==> src/rtl/chan_link_pkg.sv <==
// Shared channel-link definitions: frame field layout, framer state encoding
// and helpers that build header, trailer and byte-masked payload words.
package chan_link_pkg;

  localparam logic [7:0] HDR_MAGIC = 8'hA5;
  localparam int         CNT_W     = 11;
  localparam int         CSUM_W    = 16;

  // Header word layout: {magic[7:0], seq[7:0], C_in, 15'h0}
  localparam int HDR_MAGIC_LSB = 24;
  localparam int HDR_SEQ_LSB   = 16;
  localparam int HDR_CIN_BIT   = 15;

  // Trailer word layout: {C, keep[3:0], count[10:0], csum[15:0]}
  localparam int TRL_C_BIT    = 31;
  localparam int TRL_KEEP_LSB = 27;
  localparam int TRL_CNT_LSB  = 16;
  localparam int TRL_CSUM_LSB = 0;

  typedef enum logic [1:0] {
    IDLE,
    HDR,
    PAY,
    TRL
  } framer_state_e;

  function automatic logic [31:0] mask_word(input logic [31:0] data,
                                            input logic [3:0]  keep);
    logic [31:0] w_word;
    for (int b = 0; b < 4; b++) begin
      w_word[8*b +: 8] = keep[b] ? data[8*b +: 8] : 8'h00;
    end
    return w_word;
  endfunction

  function automatic logic [31:0] make_header(input logic [7:0] seq,
                                              input logic       cin);
    logic [31:0] w_word;
    w_word                      = '0;
    w_word[HDR_MAGIC_LSB +: 8]  = HDR_MAGIC;
    w_word[HDR_SEQ_LSB +: 8]    = seq;
    w_word[HDR_CIN_BIT]         = cin;
    return w_word;
  endfunction

  function automatic logic [31:0] make_trailer(input logic              cont,
                                               input logic [3:0]        keep,
                                               input logic [CNT_W-1:0]  count,
                                               input logic [CSUM_W-1:0] csum);
    logic [31:0] w_word;
    w_word                          = '0;
    w_word[TRL_C_BIT]               = cont;
    w_word[TRL_KEEP_LSB +: 4]       = keep;
    w_word[TRL_CNT_LSB +: CNT_W]    = count;
    w_word[TRL_CSUM_LSB +: CSUM_W]  = csum;
    return w_word;
  endfunction

endpackage

==> src/rtl/chan_tx_csum.sv <==
// Running XOR of byte-masked payload words for one frame, folded to 16 bits
// for the trailer checksum field.
module chan_tx_csum
  import chan_link_pkg::*;
(
  input  logic              i_clk,
  input  logic              i_rst_n,
  input  logic              i_clear,
  input  logic              i_en,
  input  logic [31:0]       i_data,
  input  logic [3:0]        i_keep,
  output logic [CSUM_W-1:0] o_fold
);

  logic [31:0] r_acc;

  // Clear wins over enable; the framer never asserts both in one cycle.
  always_ff @(posedge i_clk or negedge i_rst_n) begin
    if (!i_rst_n) begin
      r_acc <= '0;
    end else if (i_clear) begin
      r_acc <= '0;
    end else if (i_en) begin
      r_acc <= r_acc ^ mask_word(i_data, i_keep);
    end
  end

  assign o_fold = r_acc[31:16] ^ r_acc[15:0];

endmodule

==> src/rtl/chan_tx_framer.sv <==
// Wraps an AXI4-stream payload into header/payload/trailer link frames,
// splitting long payloads. Checksum accumulator built only with CHAN_TX_FRAMER_CSUM_EN.
module chan_tx_framer
  import chan_link_pkg::*;
#(
  parameter int MAX_WORDS = 1024
) (
  input  logic        axis_aclk,
  input  logic        axis_aresetn,
  input  logic [31:0] s_axis_tdata,
  input  logic [3:0]  s_axis_tkeep,
  input  logic        s_axis_tvalid,
  input  logic        s_axis_tlast,
  output logic        s_axis_tready,
  output logic [31:0] m_axis_tdata,
  output logic [3:0]  m_axis_tkeep,
  output logic        m_axis_tvalid,
  output logic        m_axis_tlast,
  input  logic        m_axis_tready,
  output logic [7:0]  seq_num,
  output logic [15:0] frames_sent
);

  localparam logic [CNT_W-1:0] MaxWords = CNT_W'(MAX_WORDS);

  framer_state_e     r_state;
  logic [31:0]       r_tdata;
  logic              r_tvalid;
  logic              r_tlast;
  logic [CNT_W-1:0]  r_count;
  logic              r_cont;
  logic [3:0]        r_keep;
  logic [7:0]        r_seq;
  logic [15:0]       r_frames;

  logic              w_free;
  logic              w_accept;
  logic              w_last_word;
  logic [CSUM_W-1:0] w_csum;

  assign w_free        = !r_tvalid || m_axis_tready;
  assign s_axis_tready = (r_state == PAY) && w_free;
  assign w_accept      = s_axis_tready && s_axis_tvalid;
  assign w_last_word   = s_axis_tlast || ((r_count + CNT_W'(1)) == MaxWords);

`ifdef CHAN_TX_FRAMER_CSUM_EN
  logic w_load_trl;

  assign w_load_trl = (r_state == TRL) && w_free;

  chan_tx_csum u_csum (
    .i_clk   (axis_aclk),
    .i_rst_n (axis_aresetn),
    .i_clear (w_load_trl),
    .i_en    (w_accept),
    .i_data  (s_axis_tdata),
    .i_keep  (s_axis_tkeep),
    .o_fold  (w_csum)
  );
`else
  assign w_csum = '0;
`endif

  // Each state loads the output register only when it is free; otherwise the
  // held word stays put, which keeps tdata/tlast stable under backpressure.
  always_ff @(posedge axis_aclk or negedge axis_aresetn) begin
    if (!axis_aresetn) begin
      r_state  <= IDLE;
      r_tdata  <= '0;
      r_tvalid <= 1'b0;
      r_tlast  <= 1'b0;
      r_count  <= '0;
      r_cont   <= 1'b0;
      r_keep   <= '0;
      r_seq    <= '0;
      r_frames <= '0;
    end else begin
      if (r_tvalid && r_tlast && m_axis_tready) begin
        r_frames <= r_frames + 16'd1;
      end

      case (r_state)
        IDLE: begin
          if (w_free) begin
            if (s_axis_tvalid) begin
              r_tdata  <= make_header(r_seq, 1'b0);
              r_tvalid <= 1'b1;
              r_tlast  <= 1'b0;
              r_state  <= PAY;
            end else begin
              r_tvalid <= 1'b0;
            end
          end
        end

        HDR: begin
          if (w_free) begin
            r_tdata  <= make_header(r_seq, 1'b1);
            r_tvalid <= 1'b1;
            r_tlast  <= 1'b0;
            r_state  <= PAY;
          end
        end

        PAY: begin
          if (w_accept) begin
            r_tdata  <= mask_word(s_axis_tdata, s_axis_tkeep);
            r_tvalid <= 1'b1;
            r_tlast  <= 1'b0;
            r_count  <= r_count + CNT_W'(1);
            r_keep   <= s_axis_tkeep;
            if (w_last_word) begin
              r_cont  <= !s_axis_tlast;
              r_state <= TRL;
            end
          end else if (w_free) begin
            r_tvalid <= 1'b0;
          end
        end

        TRL: begin
          if (w_free) begin
            r_tdata  <= make_trailer(r_cont, r_cont ? 4'hF : r_keep, r_count, w_csum);
            r_tvalid <= 1'b1;
            r_tlast  <= 1'b1;
            r_count  <= '0;
            r_seq    <= r_seq + 8'd1;
            r_state  <= r_cont ? HDR : IDLE;
          end
        end

        default: begin
          r_state <= IDLE;
        end
      endcase
    end
  end

  assign m_axis_tdata  = r_tdata;
  assign m_axis_tkeep  = 4'hF;
  assign m_axis_tvalid = r_tvalid;
  assign m_axis_tlast  = r_tlast;
  assign seq_num       = r_seq;
  assign frames_sent   = r_frames;

endmodule

==> config.mk <==
export PLATFORM = sky130hd
export DESIGN_NAME = chan_tx_framer
export DESIGN_NICKNAME = d
export VERILOG_FILES = /design/src/rtl/chan_link_pkg.sv /design/src/rtl/chan_tx_csum.sv /design/src/rtl/chan_tx_framer.sv
export SDC_FILE = /design/constraint.sdc
export NUM_CORES = 1
export LEC_CHECK = 0
export BUFFER_PORTS_ARGS = -buffer_cell sky130_fd_sc_hd__buf_4
export CAP_MARGIN = 0
export CORE_ASPECT_RATIO = 1.25
export CORE_UTILIZATION = 25
export CTS_BUF_LIST = sky130_fd_sc_hd__clkbuf_2
export DETAILED_ROUTE_END_ITERATION = 8
export PLACE_DENSITY = 0.44
export SYNTH_ARGS = -nofsm -noshare
export SYNTH_HDL_FRONTEND = slang
export SYNTH_SLANG_ARGS = --single-unit
==> constraint.sdc <==
create_clock -name axis_aclk -period 2.4 [get_ports axis_aclk]
set_input_delay 0.48 -clock axis_aclk [delete_from_list [all_inputs] [get_ports axis_aclk]]
set_output_delay 0.48 -clock axis_aclk [all_outputs]
set_load 0.005 [all_outputs]
### Word-level counts from Yosys, hierarchy flattened

Index checks and enable logic that the tools add are counted.

* logic and storage cells: 74
* register bits after elaboration: 76

* add/sub/neg operators: 3
* eq/ne operators: 12
* muxes and demuxes: 32
* reductions and logical operators: 18

Operators with widths (number)
* 32-bit two-way mux: 5
* 32-bit case mux with 4 select lines: 1
* 8-bit two-way mux: 4
* 11-bit two-way mux: 2
* 11-bit case mux with 2 select lines: 1
* 16-bit by 1-bit adder with 16-bit output (second input constant): 1
* 2-bit two-way mux: 6
* 2-bit != test (second input constant): 6
* 11-bit by 1-bit adder with 11-bit output (second input constant): 1
* 11-bit equality test (second input constant): 1
* 1-bit two-way mux: 9
* 3-bit AND reduction: 3
* 8-bit by 1-bit adder with 8-bit output (second input constant): 1
* 2-bit case mux with 4 select lines: 1
* 6-bit AND reduction: 1
* 5-bit AND reduction: 1
* 2-bit equality test (second input constant): 2
* 1-bit logical AND: 4
* 4-bit two-way mux: 1
* 1-bit case mux with 4 select lines: 1
* 2-bit AND reduction: 2
* 3-bit != test (second input constant): 1
* 1-bit case mux with 3 select lines: 1
* 2-bit by 1-bit equality test with 1-bit output (second input constant): 1
* other kinds (6): 8

### Depth between registers and ports, before layout

* depth after elaboration: 6
* depth in mapped cells: 7
* mapped depth without buffers: 5

### Least setup slack after synthesis

OpenSTA, ideal clock, no wires.

* path type: register -> register
* from: register r_tvalid, in the netlist m_axis_tvalid
* to: register r_count[5]
* setup time: 118 ps
* buffers on the path: 2
* data arrival time: 1460 ps
* required time: 2282 ps
* stages on the path, launching flop included: 7
* path slack: 822 ps
* clock period less this slack: 1578 ps
* cells stage by stage: dfrtp_1 nor2b_1 buf_6 or3_1 clkbuf_2 a21o_1 a21o_1

* longest elaborated chain between the ends: 6

RTL lines
* from (decl): line chan_tx_framer.sv:28 `logic r_tvalid;`
* from (signal assigned): line chan_tx_framer.sv:70 `r_tvalid <= 1'b0;`
* from (signal assigned): line chan_tx_framer.sv:87 `r_tvalid <= 1'b1;`
* from (signal assigned): line chan_tx_framer.sv:91 `r_tvalid <= 1'b0;`
* 1-bit logical NOT *: line chan_tx_framer.sv:41 `assign w_free = !r_tvalid || m_axis_tready;`
* 1-bit logical OR *: line chan_tx_framer.sv:41
* 1-bit logical AND: line chan_tx_framer.sv:42 `assign s_axis_tready = (r_state == PAY) && w_free;`
* 1-bit logical AND: line chan_tx_framer.sv:43 `assign w_accept = s_axis_tready && s_axis_tvalid;`
* 2-bit != test (no source line)
* 3-bit AND reduction (no source line) *
* to (signal assigned): line chan_tx_framer.sv:110 `r_count <= r_count + CNT_W'(1);`
* to (decl): line chan_tx_framer.sv:30 `logic [CNT_W-1:0] r_count;`

Mark *: on every way between the ends. The rest lies on a longest branch, timed or not.
A chain may end at the register's enable or synchronous reset.

### Final worst setup path

* from: register r_tvalid, in the netlist m_axis_tvalid
* to: output port s_axis_tready

* longest elaborated chain between the ends: 3

RTL lines
* 1-bit logical NOT: line chan_tx_framer.sv:41
* 1-bit logical OR: line chan_tx_framer.sv:41
* 1-bit logical AND: line chan_tx_framer.sv:42
* to (decl): line chan_tx_framer.sv:14 `output logic s_axis_tready,`

Every way passes these cells.

==> results_dict.tcl <==
set metrics [dict create \
    status "finished clean" \
    place_congestion 0.868 \
    synthFlopType "dfrtp_1" \
    n_antenna_cell 0 \
    synth_top_area_share_pct 52.6 \
    crit_fanout 9 \
    total_power_w 0.00311 \
    p_leak_nw 2.22 \
    area_delta_synth_final_pct 28.1 \
    internal_power_w 0.00205 \
    cap_violations 0 \
    finalCriticalPeriod_ns 2.14 \
    ys_types 50 \
    clkTransAtPathRegs_ns 0.21 \
    drt_first_pass_iters 4 \
    setup_viol 0 \
    drive_gt1_share_pct 29.9 \
    yosysSeqAreaShare_pct 52.6 \
    grt_usage_pct 14.8 \
    io_pins 104 \
    power.density_mw_per_mm2 672 \
    drt_wl_total_um 10500 \
    synth_xor_area_share_pct 5.33 \
    synth_warnings 0 \
    critPathMostFrequentCell "buf_4" \
    ctsHtreeMaxLevel 3 \
    ys_top_cells_by_count "76 x dfrtp_1, 46 x nand2_1, 22 x o21ai_0" \
    cts_max_path_buffers 2 \
    reg2reg_depth 5 \
    holdPathStages 2 \
    seqPwrFrac_pct 54.5 \
    holdCritPathClass "primary input to flop" \
    die_x_um 110 \
    synth_mux_area_share_pct 0.899 \
    drv_slew 0 \
    fmax_mhz 468 \
    synth-compound-area-share_pct 16.8 \
    swShare_pct 34.0 \
    synth_area_mm2 0.00362 \
    start_util_pct 25.8 \
    portBuffers 99 \
    synth.largest_area_cell "dfrtp_1" \
    cts_tree "yes" \
    layout.cells.non_filler 630 \
    post_cts_resize_count 0 \
    remaining_drc_errors 0 \
    grt_max_degree 68 \
    crit_slowest_cell "dfrtp_1" \
    core_area_mm2 0.0140 \
    hpwl_um 7820 \
    cts_buffers 9 \
    power_switching_w 0.00106 \
    dieHeight_um 136 \
    grt_overflow 0 \
    vias 3104 \
    place_inst 613 \
    num_rows 48 \
    required_ns 1.92 \
    hold_end "r_cont" \
    r2r_slack_ns 0.58 \
    end_kind "output pin" \
    fin_setup_tns_ns 0 \
    grt_pass1_vias 3160 \
    peakVddDrop_mv 0.185 \
    clock_skew_ns 0.0242 \
    grt_pass1_wl_um 16500 \
    synth.ff_latch_count 76 \
    drt_iter0_markers 214 \
    slowest_delay_ns 0.49 \
    worstHoldStart "s_axis_tlast" \
    clock_sinks 76 \
    die_area_mm2 0.0150 \
    yosys.cell_count.top_type "dfrtp_1" \
    hold_viol 0 \
    drt.antenna.violating_nets 0 \
    grt_setup_unrepaired "false" \
    start_kind "flop" \
    yosys.area_share.simple_pct 19.1 \
    synth_top_family_by_area "simple AND/OR/NAND/NOR gates" \
    worst_slack_ns 0.265 \
    worstSetupPathType "flop to output pin" \
    ys_top_cells_by_area "dfrtp_1 53%, nand2_1 4.8%, a22o_1 4.1%" \
    reg2reg_to "m_axis_tdata[5]" \
    vias_per_cell 4.93 \
    place_worst_setup_slack_ns 0.559 \
    antenna_found_initial 0 \
    synth-edff-count 0 \
    fill_cells 1489 \
    wl_per_cell_um 16.6 \
    max_slew_margin_pct 63.5 \
    crit_chain "nor2b_1, buf_4, nor2_1, buf_4" \
    p_comb_share_pct 26.8 \
    syn_area_per_cell_um2 10.3 \
    fin_nets 494 \
    synth_adder_area_share_pct 1.04 \
    syn_inst 351 \
    cts_root_buf "clkbuf_2" \
    async_reset_ff_share_pct 100 \
    clk_latency_ns 0.52 \
    fin_crit_sh_pct 89.0 \
    rr_startpoint "m_axis_tvalid" \
    worst_pin_slew_ns 0.543 \
    critPathArrivalTime_ns 1.66 \
    clkPwrFrac_pct 18.7 \
]
power by group through the flow:
stage,clock (W),sequential (W),combinational [W]
2_1_floorplan,0,0.00167,0.000411
3_3_place_gp,0,0.00172,0.000847
3_5_place_dp,0,0.00172,0.000851
4_1_cts,0.000625,0.00170,0.000857
5_1_grt,0.000678,0.00173,0.000940
6_report,0.000582,0.00169,0.000834
per-stage QoR:
step	util, %	hold slack [ns]	area, µm²
CTS	33.1	0.0833	4630
detailed placement	32.4	0.323	4540
floorplan	-	0.184	3630
global route	33.1	0.0635	4630
finish	33.1	0.142	4630
global placement	32.4	0.322	4540
area by class of cell:
cell class	count	area, µm²	share of cell area (%)
clock buffers	10	50.0	1.08
clock inverters	6	31.3	0.675
inverters	5	18.8	0.405
multi-input cells	249	1580	34.1
flip-flops and latches	76	1900	41.1
well taps	175	219	4.73
repair buffers	109	833	18.0
registers in the layout, summed over array words and instances (netlist names), 2 cells and up:
name          cells
frames_sent      16
m_axis_tdata     32
r_count          11
r_keep            4
r_state           2
seq_num           8
repair_timing:
| item | 4_1_cts | 5_1_grt |
|---|---|---|
| hold buffers | 1 | 0 |
| buffers inserted | 0 | 0 |
| endpoints found under the hold margin | 9 | 0 |
how the worst max path moves through the flow:
stage | slack, ns | cells after the start | startpoint | endpoint
6_report | 0.26 | 4 | m_axis_tvalid | s_axis_tready
5_1_grt | 0.11 | 4 | m_axis_tvalid | s_axis_tready
4_1_cts | 0.19 | 4 | m_axis_tvalid | s_axis_tready
3_5_place_dp | 0.56 | 6 | m_axis_tready | r_count[3]
3_3_place_gp | 0.50 | 6 | m_axis_tready | r_count[3]
2_1_floorplan | 0.82 | 6 | m_axis_tvalid | r_count[5]
critical path: cells and delay by family, from the launching register on:
kind,cells,cell delay (ns)
buffers and inverters,2,0.31
and+or+nand+nor,2,0.34
DFF,1,0.49
cells by family (layout without fill, tap and decap cells):
family | Yosys count | after routing
simple gates | 132 | 132
compound gates | 85 | 85
flops | 76 | 76
buf+inv | 29 | 130
xor+xnor | 22 | 22
fa+ha+maj | 3 | 3
mux | 3 | 3
other cells | 1 | 4
metal layers:
metal  routed length, µm  global-route usage (%)  part of all wire [%]
met1                4550                    18.8                    44
met3                 455                    2.97                   4.4
met4                 182                    6.00                   1.7
met5                   0                       0                     0
met2                5260                    24.5                    50
layout by cell type, fill, tap and decap left out, types with 8 or more instances in the layout:
cell	count
buf_4	107
dfrtp_1	76
nand2_1	46
o21ai_0	21
nand3_1	20
nor2_1	18
a22o_1	17
xnor2_1	15
clkbuf_2	10
nand4_1	8
(Power assumes the default switching activity.)
